--- src/rtl/ddr2_v11_0_if_csr_m0_bytes_to_packets.sv ---
// Decodes the host byte link (SOP/EOP/channel/escape control codes) into packet beats
// held in a single registered output stage with a ready/valid handshake.
module ddr2_v11_0_if_csr_m0_bytes_to_packets #(
    parameter int CHANNEL_WIDTH = 8
) (
    input  logic                     clk,
    input  logic                     reset,
    output logic                     in_ready,
    input  logic                     in_valid,
    input  logic [7:0]               in_data,
    input  logic                     out_ready,
    output logic                     out_valid,
    output logic [7:0]               out_data,
    output logic [CHANNEL_WIDTH-1:0] out_channel,
    output logic                     out_startofpacket,
    output logic                     out_endofpacket
);

    localparam logic [7:0] SOP_CODE  = 8'h7A;
    localparam logic [7:0] EOP_CODE  = 8'h7B;
    localparam logic [7:0] CHAN_CODE = 8'h7C;
    localparam logic [7:0] ESC_CODE  = 8'h7D;
    localparam logic [7:0] ESC_XOR   = 8'h20;

    logic                     escape_pending_q, escape_pending_d;
    logic                     channel_pending_q, channel_pending_d;
    logic                     pending_sop_q, pending_sop_d;
    logic                     pending_eop_q, pending_eop_d;
    logic [CHANNEL_WIDTH-1:0] channel_q, channel_d;

    logic                     out_valid_q, out_valid_d;
    logic [7:0]               out_data_q, out_data_d;
    logic [CHANNEL_WIDTH-1:0] out_channel_q, out_channel_d;
    logic                     out_sop_q, out_sop_d;
    logic                     out_eop_q, out_eop_d;

    logic                     accept;
    logic                     data_beat;
    logic [7:0]               byte_val;

    assign in_ready          = out_ready || !out_valid_q;
    assign accept            = in_valid && in_ready;
    assign out_valid         = out_valid_q;
    assign out_data          = out_data_q;
    assign out_channel       = out_channel_q;
    assign out_startofpacket = out_sop_q;
    assign out_endofpacket   = out_eop_q;

    always_comb begin
        escape_pending_d  = escape_pending_q;
        channel_pending_d = channel_pending_q;
        pending_sop_d     = pending_sop_q;
        pending_eop_d     = pending_eop_q;
        channel_d         = channel_q;
        out_valid_d       = out_valid_q;
        out_data_d        = out_data_q;
        out_channel_d     = out_channel_q;
        out_sop_d         = out_sop_q;
        out_eop_d         = out_eop_q;
        data_beat         = 1'b0;
        byte_val          = in_data;

        if (accept) begin
            if (escape_pending_q) begin
                // Escaped bytes bypass control decoding; only channel_pending routes them.
                escape_pending_d = 1'b0;
                byte_val         = in_data ^ ESC_XOR;
                if (channel_pending_q) begin
                    channel_d         = byte_val;
                    channel_pending_d = 1'b0;
                end else begin
                    data_beat = 1'b1;
                end
            end else begin
                unique case (in_data)
                    SOP_CODE: begin
                        pending_sop_d     = 1'b1;
                        pending_eop_d     = 1'b0;
                        channel_pending_d = 1'b0;
                        escape_pending_d  = 1'b0;
                    end
                    EOP_CODE:  pending_eop_d     = 1'b1;
                    CHAN_CODE: channel_pending_d = 1'b1;
                    ESC_CODE:  escape_pending_d  = 1'b1;
                    default: begin
                        if (channel_pending_q) begin
                            channel_d         = in_data;
                            channel_pending_d = 1'b0;
                        end else begin
                            data_beat = 1'b1;
                        end
                    end
                endcase
            end
        end

        if (data_beat) begin
            out_valid_d   = 1'b1;
            out_data_d    = byte_val;
            out_channel_d = channel_q;
            out_sop_d     = pending_sop_q;
            out_eop_d     = pending_eop_q;
            pending_sop_d = 1'b0;
            pending_eop_d = 1'b0;
        end else if (out_ready) begin
            out_valid_d = 1'b0;
        end
    end

    always_ff @(posedge clk) begin
        if (reset) begin
            escape_pending_q  <= 1'b0;
            channel_pending_q <= 1'b0;
            pending_sop_q     <= 1'b0;
            pending_eop_q     <= 1'b0;
            channel_q         <= '0;
            out_valid_q       <= 1'b0;
            out_data_q        <= '0;
            out_channel_q     <= '0;
            out_sop_q         <= 1'b0;
            out_eop_q         <= 1'b0;
        end else begin
            escape_pending_q  <= escape_pending_d;
            channel_pending_q <= channel_pending_d;
            pending_sop_q     <= pending_sop_d;
            pending_eop_q     <= pending_eop_d;
            channel_q         <= channel_d;
            out_valid_q       <= out_valid_d;
            out_data_q        <= out_data_d;
            out_channel_q     <= out_channel_d;
            out_sop_q         <= out_sop_d;
            out_eop_q         <= out_eop_d;
        end
    end

endmodule

--- config.mk ---
export PLATFORM = sky130hd
export DESIGN_NAME = ddr2_v11_0_if_csr_m0_bytes_to_packets
export DESIGN_NICKNAME = d
export VERILOG_FILES = /design/src/rtl/ddr2_v11_0_if_csr_m0_bytes_to_packets.sv
export SDC_FILE = /design/constraint.sdc
export NUM_CORES = 1
export LEC_CHECK = 0
export BUFFER_PORTS_ARGS = -buffer_cell sky130_fd_sc_hd__buf_2
export CAP_MARGIN = 20
export CORE_MARGIN = 5
export CORE_UTILIZATION = 52
export DETAILED_ROUTE_END_ITERATION = 12
export HOLD_SLACK_MARGIN = 0.06
export PLACE_DENSITY = 0.77
export SYNTH_ARGS = -nofsm -noshare
export SYNTH_HDL_FRONTEND = slang
export SYNTH_SLANG_ARGS = --single-unit
export TNS_END_PERCENT = 5
--- constraint.sdc ---
create_clock -name clk -period 1.65 [get_ports clk]
set_input_delay 0.33 -clock clk [delete_from_list [all_inputs] [get_ports clk]]
set_output_delay 0.33 -clock clk [all_outputs]
set_load 0.005 [all_outputs]
Yosys cells after proc, flatten, opt, wreduce, memory -nomap -nowiden
Cells that the tools add are included.

Register bits after elaboration: 31. Input bits: 12. Output and inout port bits: 20. Logic and storage cells: 47.

Eq/ne operators: 6. Mux-type cells: 17. Bitwise logic cells: 2. Reductions and logical operators: 12.

Operators by type and width (count): == test 8 x 7 -> 1 bit (second input constant) (4); 2-to-1 mux 8 bit (4); 2-to-1 mux 6 bit (2); 2-to-1 mux 1 bit (9); AND reduction 3 bit (3); != test 2 x 1 -> 1 bit (second input constant) (2); one-hot mux 1 bit (2 select lines) (2); nonzero test 2 bit (2); OR reduction 2 bit (2); OR reduction 4 bit (1); NOT 1 bit (2); AND reduction 2 bit (1); logical AND 1 bit (1); zero test 1 bit (1); logical OR 1 bit (1).

Longest topological paths before layout
Gate-level depths: netlist of run 1.

Word-level depth: 6. Gate-level depth with buffers: 5. Mapped depth without buffers: 4.

Worst setup path after synthesis of run 1
OpenSTA, ideal clock, no wires.

Path type: reg2reg. Start point: register escape_pending_q. End point: register out_channel_q[0] (netlist: out_channel[0]). Setup time: 72 ps. Data arrival time: 1280 ps. Required time: 1578 ps. Slack: 298 ps. Stages on the path, launching flop included: 6. Path buffers: 1. Period minus slack after synthesis: 1352 ps. Cell sequence: dfxtp_1 > nand4bb_4 > nor3_2 > or3_4 > buf_6 > mux2i_1.

Cells in the longest elaborated chain, start to end: 2.

Ends and longest elaborated chain: from (decl) (line 25) `logic escape_pending_q, escape_pending_d;`; from (signal assigned) (line 123) `escape_pending_q <= escape_pending_d;`; 2-to-1 mux 1 bit (line 64) `if (escape_pending_q) begin`; 2-to-1 mux 1 bit (line 63) `if (accept) begin`; to (signal assigned) (line 130) `out_channel_q <= out_channel_d;`; to (decl) (line 33) `logic [CHANNEL_WIDTH-1:0] out_channel_q, out_channel_d;`.

No other way between the ends. A chain may end at the register's enable or synchronous reset.

Final worst setup path of run 1
Start point: register escape_pending_q. End point: register channel_q[1].

Cells in the longest elaborated chain, start to end: 2. Elaborated cells between the ends (all ways): 3. Classes of those cells: 1 x eq/ne; 1 x mux; 1 x reduce/logical.

Ends and longest elaborated chain: != test 2 x 1 -> 1 bit (no source line); AND reduction 3 bit (no source line); to (signal assigned) (line 127) `channel_q <= channel_d;`; to (decl) (line 29) `logic [CHANNEL_WIDTH-1:0] channel_q, channel_d;`.

Parallel ways exist; a longest one is shown, timed or not.

==> results of run 1 <==
-- sequential cells by signal, indices dropped and copies added (netlist names) --
signal and flops:
escape_pending_q 1, out_endofpacket 1, pending_sop_q 1, channel_pending_q 1
out_data 8, channel_q 8, out_startofpacket 1, out_channel 8
pending_eop_q 1, out_valid 1
-- worst max path at each step --
stage	depth (start not counted)	endpoint	from	slack (ns)
after CTS	4	channel_q[1]$_SDFFE_PP0P_	escape_pending_q$_SDFFE_PP0P_	0.15
after global routing	4	channel_q[1]$_SDFFE_PP0P_	escape_pending_q$_SDFFE_PP0P_	0.03
after floorplan	5	out_channel[0]$_SDFFE_PP0P_	escape_pending_q$_SDFFE_PP0P_	0.30
after detailed placement	5	channel_q[1]$_SDFFE_PP0P_	in_data[7]	0.09
after global placement	5	channel_q[2]$_SDFFE_PP0P_	in_data[7]	0.13
final	4	channel_q[1]$_SDFFE_PP0P_	escape_pending_q$_SDFFE_PP0P_	0.18
-- cells in the final DEF (no fill, tap or decap) --
cell | synthesis | layout
nand2b_1 | 35 | 35
dfxtp_1 | 31 | 31
buf_2 | 0 | 31
mux2i_1 | 26 | 26
clkbuf_4 | 0 | 5
nand2_1 | 4 | 4
a21oi_1 | 3 | 3
and2_0 | 2 | 2
nor3_1 | 2 | 2
nor2b_1 | 2 | 2
nand4_1 | 2 | 2
inv_1 | 2 | 2
a31o_2 | 2 | 2
a211oi_1 | 2 | 2
clkbuf_1 | 5 | 2
buf_4 | 1 | 2
nand2b_4 | 1 | 1
nand4bb_4 | 1 | 1
xnor2_2 | 1 | 1
nor3_2 | 1 | 1
nor3b_2 | 1 | 1
xor2_1 | 1 | 1
nand3b_1 | 1 | 1
or3_4 | 1 | 1
or2b_1 | 1 | 1
nor2_1 | 1 | 1
o21ai_0 | 1 | 1
a41oi_1 | 1 | 1
clkinv_2 | 0 | 1
-- cells by family (layout without fill, tap and decap cells) --
family          after synthesis  in the layout  synth area share
simple gates                 55             55            0.2705
mux                          26             26            0.1876
flops                        31             31            0.4473
xor+xnor                      2              2           0.01804
compound gates                9              9           0.04418
buf+inv                       9             43           0.03247
-- power by group through the flow --
stage	logic, W	clock network, W	registers [W]
3_5_place_dp	0.000146	0	0.000788
4_1_cts	0.000146	0.000424	0.000771
3_3_place_gp	0.000142	0	0.000788
5_1_grt	0.000157	0.000472	0.000774
6_report	0.000145	0.000415	0.000770
2_1_floorplan	0.0000962	0	0.000790
-- worst max-delay path: cells and delay by family (launching register included) --
kind / cells / cell delay (ns)
and+or+nand+nor: 3 / 0.83
DFF: 1 / 0.34
muxes: 1 / 0.22
-- per-layer routing --
| layer | GRT usage | routed length [um] |
|---|---|---|
| met1 | 0.1898 | 1172 |
| met5 | 0 | 0 |
| met3 | 0.05031 | 137 |
| met4 | 0.08182 | 60 |
| met2 | 0.2496 | 1188 |
-- Yosys cell counts (2+ instances only) --
cell,count
a211oi_1,2
dfxtp_1,31
nand2b_1,35
a31o_2,2
mux2i_1,26
nor2b_1,2
clkbuf_1,5
nand4_1,2
nor3_1,2
inv_1,2
a21oi_1,3
and2_0,2
nand2_1,4
-- through the flow --
| step | hold WS (ns) | area (um^2) |
|---|---|---|
| after CTS | 0.2861 | 1608 |
| after floorplan | 0.4516 | 1388 |
| after global placement | 0.4572 | 1558 |
| after global routing | 0.2843 | 1608 |
| final | 0.2887 | 1608 |
| after detailed placement | 0.4592 | 1558 |
-- cell type report --
cell class | instances | area, um^2 | share of cell area
multi-input cells | 92 | 721.9 | 0.4490
flip-flops and latches | 31 | 620.6 | 0.3860
repair buffers | 33 | 170.2 | 0.1058
clock buffers | 7 | 45.04 | 0.02802
well taps | 30 | 37.54 | 0.02335
inverters | 2 | 7.507 | 0.004669
clock inverters | 1 | 5.005 | 0.003113
==> results.toml, run 1 <==
[outcome]
status = "completed"

[power_and_ir_drop]
peakVddDrop_uv = 636.2
powerDensity_mw_per_mm2 = 827.3
switching_power_w = 0.0003299
totalPowerFinal_w = 0.001330
switching_share = 0.2480
clockPowerShare = 0.312
power_leakage_nw = 0.7194
seqPwrFrac = 0.579
power_frac_comb = 0.109
cellInternalPower_w = 0.001000

[worst_setup_path]
crit_path_end_kind = "flop"
r2r_slack_ns = 0.18
critPathSlowestCell = "dfxtp_1"
cp_max_fo = 4
worst-r2r-cell-count = 4
start_kind = "flop"
crit-reg2reg-capture = "channel_q[1]$_SDFFE_PP0P_"
max_stage_delay_ns = 0.34
worstPathCellList = "nand4bb_4 > nor3_2 > nand3b_1 > mux2i_1"
path_class = "flop to flop"
cp.required_ns = 1.90
worstPathArrival_ns = 1.73
timing.rr.start = "escape_pending_q$_SDFFE_PP0P_"

[layout]
fillers = 220
layout.nets = 177
drive_above_1_share = 0.2831
syn_to_final_growth_pct = 15.87
instances_no_fill = 196
post-route-util = 0.6374
antenna_cells = 0

[sta]
skew_ns = 0.005626
post-route-period-util = 0.8924
worst_slew_margin_rel = 0.6522
setup_viol = 0
min_period_ns = 1.472
hold_viol = 0
setup_tns_ns = 0
fmax_mhz = 679.1
slew_violations = 0
layout_setup_ws_ns = 0.1775
worst_pin_slew_ns = 0.5217
rsz0062_at_grt = "no"

[route]
wl_per_cell_um = 13.06
vias = 1003
drt_iter0_markers = 39
drc_errors = 0
dr.pass1.iters = 4
ant_nets = 0
drt_wl_total_um = 2559
via_per_inst = 5.117

[floorplan]
die_y_um = 61.66
dieArea_mm2 = 0.003801
fp.coreArea_mm2 = 0.002522
io_pins = 32
start_util = 0.5501
std_cell_rows = 18
fp.dieW_um = 61.66

[clock_tree]
cts-resized-gates = 0
clk_latency_ns = 0.33
cts_root_buffer = "clkbuf_4"
cts_hold_buffers = 0
cts_tree = "done"
htreeDepth = 2
cts_buffers = 5
post_cts_buffers = 0
cts.reportedPaths.clkPinSlew_ns = 0.10
numClockSinks = 31
clk_path_buf_depth = 2

[logic_synthesis]
ys.flop_type = "dfxtp_1"
synth_top_area_frac = 0.4472
synth_edf_count = 0
yosysUniqueCellTypes = 27
ys_warn_count = 0
ys_seq_area_frac = 0.4472
syn_area_mm2 = 0.001388
syn_area_per_cell_um2 = 10.51
syn_inst = 132
yosysTopAreaCell = "dfxtp_1"
synth_area_leaders = "dfxtp_1, mux2i_1, nand2b_1, nand4bb_4, clkbuf_1"
synthArstFlopShare = 0
syn-num-nets = 144
synth_seq_cells = 31

[global_route]
grt_max_degree = 42
antenna_found_initial = 0
grt-ovfl-total = 0
grt_first_pass_wirelength_um = 4298
grt_usage = 0.1574
grt_pass1_vias = 967

[placed_design]
gp_congestion = 0.7274
post-place-ws_ns = 0.09281
io_buffers = 31
hpwl_um = 1853
placed_cells = 188

[min_path]
min_path_cells = 3
hold_class = "input port to flop"
holdPathEnd = "channel_q[6]$_SDFFE_PP0P_"
hold_start = "in_data[6]"

[run]
maxCapViolCount = 0
Note: power is estimated with default switching activity, not from simulation.
==> run 2: changes to the inputs <==
--- a/config.mk
+++ b/config.mk
@@ -8,11 +8,11 @@
 export BUFFER_PORTS_ARGS = -buffer_cell sky130_fd_sc_hd__buf_2
 export CAP_MARGIN = 20
 export CORE_MARGIN = 5
-export CORE_UTILIZATION = 52
+export CORE_UTILIZATION = 56
 export DETAILED_ROUTE_END_ITERATION = 12
 export HOLD_SLACK_MARGIN = 0.06
-export PLACE_DENSITY = 0.77
+export PLACE_DENSITY = 0.82
 export SYNTH_ARGS = -nofsm -noshare
 export SYNTH_HDL_FRONTEND = slang
 export SYNTH_SLANG_ARGS = --single-unit
-export TNS_END_PERCENT = 5
+export TNS_END_PERCENT = 50
==> constraint.sdc (replaced) <==
create_clock -name clk -period 1.81 [get_ports clk]
set_input_delay 0.362 -clock clk [delete_from_list [all_inputs] [get_ports clk]]
set_output_delay 0.362 -clock clk [all_outputs]
set_load 0.005 [all_outputs]
==> results.toml, run 2 (same netlist as run 1, synthesis figures left out) <==
[layout]
syn_to_final_growth_pct = 14.70
antenna_cells = 0
layout_commonest_cell = "nand2b_1"
post-route-util = 0.6543
final_cell_mix = "nand2b_1, dfxtp_1, buf_2"
instances_no_fill = 193
layout.nets = 176
drive_above_1_share = 0.2761

[clock_tree]
clk_path_buf_depth = 2
htreeDepth = 2
cts_hold_buffers = 0
numClockSinks = 31
cts_tree = "done"
cts_root_buffer = "clkbuf_4"
clk_latency_ns = 0.31
cts.reportedPaths.clkPinSlew_ns = 0.09
cts-resized-gates = 0
cts_buffers = 5
post_cts_buffers = 0

[sta]
skew_ns = 0.008442
fmax_mhz = 668.5
slew_violations = 0
setup_viol = 0
rsz0062_at_grt = "no"
worst_pin_slew_ns = 0.4950
worst_slew_margin_rel = 0.6700
hold_viol = 0
min_period_ns = 1.496
setup_tns_ns = 0
post-route-period-util = 0.8265

[worst_setup_path]
max_stage_delay_ns = 0.34
crit_path_end_kind = "flop"
path_class = "flop to flop"
critPathSlowestCell = "dfxtp_1"
worstPathArrival_ns = 1.73
cp_max_fo = 4
crit_family = "simple AND/OR/NAND/NOR gates"
r2r_slack_ns = 0.31
critPathBufInv = 0
start_kind = "flop"
worstPathCellList = "nand4bb_4 > nor3_2 > nand3b_1 > mux2i_1"
cp.required_ns = 2.05

[global_route]
antenna_found_initial = 0
grt-ovfl-total = 0
grt_first_pass_wirelength_um = 4284
grt_usage = 0.1602
grt_pass1_vias = 1012
grt_max_degree = 42

[placed_design]
placed_cells = 187
hpwl_um = 1845
io_buffers = 31
gp_congestion = 0.7314

[route]
drt_iter0_markers = 27
wl_per_cell_um = 12.74
via_per_inst = 5.130
drc_errors = 0
ant_nets = 0
dr.pass1.iters = 4
vias = 990
drt_wl_total_um = 2458

[floorplan]
start_util = 0.5705
die_y_um = 59.78
dieArea_mm2 = 0.003573
fp.dieW_um = 59.78
std_cell_rows = 18
io_pins = 32
fp.coreArea_mm2 = 0.002432

[power_and_ir_drop]
switching_share = 0.2298
peakVddDrop_uv = 595.1
clockPowerShare = 0.286
cellInternalPower_w = 0.0008983
power_leakage_nw = 0.7088
powerDensity_mw_per_mm2 = 732.9
power_frac_comb = 0.112
switching_power_w = 0.0002681
seqPwrFrac = 0.602

[outcome]
status = "completed"

[min_path]
hold_class = "input port to flop"

[run]
maxCapViolCount = 0
==> run 2: changes by cell type in the layout (fill, tap and decap cells not counted), sizes merged <==
cell / change
buf: -1
clkinv: -1
clkbuf: -1
==> run 2: cell type report <==
cell class	count	area (um^2)
clock buffer	6	41.29
fill	216	840.8
inverter	2	7.507
multi-input combinational	92	721.9
tap	30	37.54
timing repair buffer	32	162.7
sequential	31	620.6
==> run 2: power groups by stage <==
| stage | Combinational [W] | Clock, W | Sequential, W |
|---|---|---|---|
| floorplan | 0.0000877 | 0 | 0.000721 |
| global placement | 0.000129 | 0 | 0.000718 |
| detailed placement | 0.000132 | 0 | 0.000719 |
| CTS | 0.000132 | 0.000354 | 0.000703 |
| global route | 0.000144 | 0.000379 | 0.000704 |
| finish | 0.000130 | 0.000334 | 0.000703 |
==> run 2: path summary, 6_finish.rpt <==
kind                                     to                     startpoint  cells after the start
hold / removal     out_data[6]$_SDFFE_PP0P_                     in_data[6]                      3
setup / recovery  channel_q[2]$_SDFFE_PP0P_  escape_pending_q$_SDFFE_PP0P_                      4
hold reg to reg    out_data[1]$_SDFFE_PP0P_       out_data[1]$_SDFFE_PP0P_                      2
setup reg to reg  channel_q[2]$_SDFFE_PP0P_  escape_pending_q$_SDFFE_PP0P_                      4
==> run 2: worst min-delay path, delay by kind of cell <==
kind / cells / cell delay, ns
buf+inv: 1 / 0.10
mux: 1 / 0.06
simple gates: 1 / 0.08
==> run 2: through the flow <==
stage	instance area (um^2)	hold WS, ns	setup slack (ns)	total power (W)
after floorplan	1388	0.4516	0.4470	0.0008083
after global placement	1550	0.4559	0.2709	0.0008473
after detailed placement	1550	0.4630	0.2204	0.0008506
after CTS	1592	0.3338	0.3136	0.001189
after global routing	1592	0.3610	0.1651	0.001228
final	1592	0.3400	0.3141	0.001166
==> run 2: routing by layer <==
| metal | up-vias | track usage | share of wire |
|---|---|---|---|
| met3 | 5 | 0.03888 | 0.044 |
| met2 | 20 | 0.2762 | 0.50 |
| li1 | 510 | - | - |
| met4 | 0 | 0.07595 | 0.014 |
| met5 | - | 0 | 0 |
| met1 | 455 | 0.1838 | 0.44 |
